$ cat config.mk
export PLATFORM = sky130hd
export DESIGN_NAME = store_buffer
export DESIGN_NICKNAME = d
export VERILOG_FILES = /design/src/rtl/store_buffer.sv
export SDC_FILE = /design/constraint.sdc
export NUM_CORES = 1
export LEC_CHECK = 0
export ABC_AREA = 0
export ABC_CLOCK_PERIOD_IN_PS = 4500
export BUFFER_PORTS_ARGS = -buffer_cell sky130_fd_sc_hd__buf_2
export CAP_MARGIN = 40
export CORE_ASPECT_RATIO = 1.1
export CORE_MARGIN = 10
export CORE_UTILIZATION = 30
export DETAILED_ROUTE_END_ITERATION = 6
export PLACE_DENSITY = 0.45
export RECOVER_POWER = 100
export SETUP_SLACK_MARGIN = 0.5
export SLEW_MARGIN = 20
export SYNTH_ARGS = -nofsm -noshare
export SYNTH_HDL_FRONTEND = slang
export SYNTH_SLANG_ARGS = --single-unit
$ cat constraint.sdc
create_clock -name clk -period 4.5 [get_ports clk]
set_input_delay 0.675 -clock clk [delete_from_list [all_inputs] [get_ports clk]]
set_output_delay 0.675 -clock clk [all_outputs]
set_load 0.03 [all_outputs]
$ cat src/rtl/store_buffer.sv
// -----------------------------------------------------------------------------
// store_buffer
//
// Posted-write buffer between the MIPS memory-access stage and a byte-addressed,
// little-endian data memory that reads combinationally and writes on posedge.
// Stores are queued in a small circular FIFO and retire to memory in cycles
// without a load. Loads read memory directly, but a load that hits a queued
// store is served from the youngest matching entry.
//
// Parameters:
//   DEPTH     number of buffered stores (power of two, >= 2)
//   PW        pointer width, log2(DEPTH)
//
// Ports:
//   clk       system clock, all state updates on posedge
//   rst_n     asynchronous active-low reset; queued stores are discarded
//   adr       datapath byte address (adr[1:0] ignored, word accesses only)
//   d_in      datapath store data
//   mrd       datapath load request (level)
//   mwr       datapath store request (level)
//   d_out     load data to datapath (combinational, 0 when no load)
//   stall     store refused this cycle because the buffer is full
//   empty     no buffered stores
//   mem_adr   word-aligned memory address
//   mem_din   memory write data
//   mem_mrd   memory read enable
//   mem_mwr   memory write enable
//   mem_dout  memory read data
// -----------------------------------------------------------------------------
module store_buffer #(
    parameter int DEPTH = 4,
    parameter int PW    = 2
) (
    input  logic        clk,
    input  logic        rst_n,
    input  logic [31:0] adr,
    input  logic [31:0] d_in,
    input  logic        mrd,
    input  logic        mwr,
    output logic [31:0] d_out,
    output logic        stall,
    output logic        empty,
    output logic [31:0] mem_adr,
    output logic [31:0] mem_din,
    output logic        mem_mrd,
    output logic        mem_mwr,
    input  logic [31:0] mem_dout
);

    localparam logic [PW:0] FULL_CNT = (PW+1)'(DEPTH);

    // Entry storage: word address and data per slot.
    logic [29:0]   addr_q [DEPTH];
    logic [31:0]   data_q [DEPTH];

    logic [PW-1:0] head;
    logic [PW-1:0] tail;
    logic [PW:0]   count;

    logic          full;
    logic          load;
    logic          enq;
    logic          deq;
    logic          fwd_hit;
    logic [31:0]   fwd_data;

    // Byte-offset bits of the address are intentionally ignored.
    logic          unused_adr_bits;
    assign unused_adr_bits = ^adr[1:0];

    assign full  = (count == FULL_CNT);
    assign empty = (count == '0);

    // Reset forces the load path quiet even if mrd is asserted.
    assign load  = mrd & rst_n;

    // A full buffer refuses the store even if a drain frees a slot this cycle;
    // the datapath re-presents it next cycle.
    assign stall = mwr & full;
    assign enq   = mwr & ~full;

    // Loads own the memory port; stores retire only in load-free cycles.
    assign deq   = ~mrd & ~empty;

    // Youngest-match search: walk oldest to youngest so later hits override.
    // The entry being written this cycle is not yet in the array, so a
    // simultaneous load sees the buffer as it stood before the store.
    always_comb begin
        fwd_hit  = 1'b0;
        fwd_data = '0;
        for (int i = 0; i < DEPTH; i++) begin
            if (((PW+1)'(i) < count) &&
                (addr_q[head + PW'(i)] == adr[31:2])) begin
                fwd_hit  = 1'b1;
                fwd_data = data_q[head + PW'(i)];
            end
        end
    end

    // Memory-side port and datapath read data.
    always_comb begin
        mem_mrd = load;
        mem_mwr = deq;
        mem_adr = '0;
        mem_din = '0;
        d_out   = '0;
        if (load) begin
            mem_adr = {adr[31:2], 2'b00};
            d_out   = fwd_hit ? fwd_data : mem_dout;
        end else if (deq) begin
            mem_adr = {addr_q[head], 2'b00};
            mem_din = data_q[head];
        end
    end

    // NOTE: the entry array carries no reset; validity is defined purely by
    // head/count, so clearing the pointers is enough and keeps the array a
    // plain register file without reset muxes.
    always_ff @(posedge clk) begin
        if (enq) begin
            addr_q[tail] <= adr[31:2];
            data_q[tail] <= d_in;
        end
    end

    // Pointers and occupancy. Pointer increments wrap naturally at DEPTH
    // because DEPTH is a power of two.
    always_ff @(posedge clk or negedge rst_n) begin
        if (!rst_n) begin
            head  <= '0;
            tail  <= '0;
            count <= '0;
        end else begin
            if (enq) tail <= tail + 1'b1;
            if (deq) head <= head + 1'b1;
            case ({enq, deq})
                2'b10:   count <= count + 1'b1;
                2'b01:   count <= count - 1'b1;
                default: count <= count;
            endcase
        end
    end

endmodule

==> results.toml <==
[floorplan]
num_rows = 94
fp.dieArea_mm2 = 0.07098
fp.dieW_um = 254.9
ios = 200
die_y_um = 278.4
coreArea_mm2 = 0.05998
initial_core_util_pct = 30.37

[synthesis]
synth_area_leaders = "edfxtp_1 (41%), mux2i_1 (12%), mux4_2 (6.3%)"
ys_seq_area_share_pct = 41.85
synth-seq-cells = 255
synth_area_mm2 = 0.01821
synth-edff-count = 248
async_reset_ff_share_pct = 2.745
synth_area_leader_cell = "edfxtp_1"
synthFlopType = "edfxtp_1"
netlist_instances = 1568
synth.avg_cell_area_um2 = 11.62
synth_warnings = 0
synth_top_area_share_pct = 40.89
ys_types = 83

[min_path]
hp-class = "input pin to register"
min_path_cells = 1

[placed_design]
hpwl_um = 50520
place_area_mm2 = 0.02169
dp_cells = 2575
gp_congestion = 0.9482
port_buffers = 195

[timing]
drv_slew = 144
fin_ws_ns = -0.5666
hold_violations = 0
period_minus_slack_ns = 5.067
rsz0062_at_grt = "yes"
clock-skew-final_ns = 0.01232
tightest_slew_ns = 2.517
setup_tns_ns = -21.84
setup_viol = 57
slew_headroom_pct = -67.93
max_freq_mhz = 197.4
period_share_pct = 112.6

[critical_path]
crit_arrival_ns = 4.39
critPathLaunchType = "register"
rr_worst_depth = 5
cp.required_ns = 3.83
critical_path_class = "register to output port"
rr_endpoint = "data_q[0][17]"
ff2ff_setup_slack_ns = 0.16
cp_max_fo = 10
setup.worst_path.end = "d_out[28]"
r2r_start = "count[0]"
endpoint_kind = "output port"
crit_start = "head[1]"

[clocking]
cts_inserted_buffers = 36
clk_latency_ns = 0.58
htreeDepth = 2
cts_tree = "done"
root_buffer = "clkbuf_16"
cts.clk_slew.worst_paths_ns = 0.05
cts_buffer_depth = 3
clkSinkCount = 255

[power_and_ir_drop]
ir_worst_vdd_uv = 296.0
p_leak_nw = 8.833
totalPowerFinal_mw = 15.01
powerDensity_mw_per_mm2 = 619.3

[drt]
drc = 0
vias = 15240
routed_wirelength_um = 73000
ant_nets = 0
drtPass1Iterations = 5
drt-wirelength-per-cell_um = 27.16
drtIter0Drc = 1200
viasPerCell = 5.671

[grt]
grt_util_all_layers_pct = 20.17
antenna_found_initial = 3
grt_pass1_wl_um = 107300
overflow = 0
grt_max_degree = 73
grt_pass1_vias = 15710

[cells_and_area]
layout_commonest_cell = "edfxtp_1"
areaGrowthSynthToFinish_pct = 33.09
final_cells = 2688
nNetsFinal = 2000
final_cell_mix = "edfxtp_1 (248), mux2i_1 (195), buf_4 (160)"
final_util_pct = 40.41
design_area_mm2 = 0.02424
layout-drive-gt1-share_pct = 36.11

[job]
drv_cap = 5

[outcome]
outcome = "complete, but fails checks"
violations = "capacitance limit, slew limit, setup timing"
## cell usage after synthesis, types with 9 or more instances
library cell,count
o311ai_0,10
mux2i_1,211
ha_1,9
a211o_1,13
clkbuf_1,81
nor4_1,12
a21oi_1,42
o21ai_0,34
buf_4,12
xnor2_1,88
and2_1,15
buf_6,21
a22o_1,19
a311oi_1,11
nand3_1,59
nor3_1,53
mux4_2,51
a211oi_1,39
or3_1,12
inv_1,16
a311o_1,27
o211ai_1,35
buf_2,31
edfxtp_1,248
nand2_1,50
xor2_1,21
nand4_1,13
buf_1,20
o31ai_1,27
nor2_1,55
mux2_2,86
## sequential cells by signal, summed over array words and instances, names as in the netlist
signal and count:
data_q 128, tail 2, head 2, count 3
addr_q 120
## worst min path at each step
stage | start | end | slack [ns]
4_1_cts | d_in[18] | data_q[1][18] | 0.29
3_5_place_dp | rst_n | count[2] | 0.53
3_3_place_gp | rst_n | count[2] | 0.53
5_1_grt | d_in[27] | data_q[3][27] | 0.37
6_report | d_in[11] | data_q[0][11] | 0.36
2_1_floorplan | rst_n | count[0] | 0.38
## power breakdown
| group | switching [mW] | leakage (nW) | internal (mW) |
|---|---|---|---|
| Combinational | 4.88 | 5.87 | 3.60 |
| Sequential | 0.284 | 2.35 | 3.17 |
| Clock | 1.22 | 0.607 | 1.86 |
| Total | 6.38 | 8.83 | 8.64 |
## timing repair
item / in CTS / in global routing
hold buffers: 1 / 0
hold endpoints to repair: 7 / 0
setup buffers: 33 / 3
gates cloned: 9 / 0
endpoints found under the setup margin: 33 / 33
resized for setup: 216 / 32
pin swaps: 50 / 9
## kinds of logic (layout without fill, tap and decap cells)
kind of cell	count (synthesis)	count (layout)	synth area share, %
AO/OA/AOI/OAI	351	351	14.73
XOR/XNOR	109	109	5.241
adder cells (fa/ha/maj)	9	9	0.6183
buffers and inverters	182	531	5.077
flip-flops	255	255	41.85
multiplexers	356	356	23.85
other	1	3	0.02059
AND/OR/NAND/NOR	305	306	8.614
## critical path, cell delays in order, from the launching register on
cell and delay [ns]:
dfrtp_4 0.51, buf_6 0.14, buf_12 0.14, buf_16 0.15, mux2i_4 0.19, xnor2_2 0.18, or3_4 0.37, a222oi_1 0.37
nand4_1 0.34, buf_12 0.25, buf_6 0.12, buf_6 0.11, o211ai_1 0.16, o211ai_1 0.11, o21a_1 0.18, o31ai_4 0.32
buf_6 0.18
## through the flow
stage	hold WS, ns	setup slack (ns)
after floorplan	0.3794	0.5122
after global placement	0.5328	-0.2186
after detailed placement	0.5311	-0.1767
after CTS	0.2885	-0.5495
after global routing	0.3692	-0.6993
final	0.3586	-0.5666
## area by class of cell
class,count,area (um^2)
Fill cell,5796,35740
Antenna cell,1,2.502
Inverter,17,65.06
Tap cell,768,960.9
Timing Repair Buffer,448,3613
Multi-Input combinational cell,1133,10710
Sequential cell,255,7630
Clock inverter,27,329.1
Clock buffer,39,932.1
## layer usage
metal / up-vias / routed length [um] / GRT usage [%]
li1: 6879 / - / -
met1: 7718 / 29810 / 24.57
met2: 508 / 36600 / 35.09
met3: 135 / 4060 / 3.627
met4: 4 / 2509 / 6.885
met5: - / 22 / 0
No activity file was read; power rests on OpenSTA's default activity.
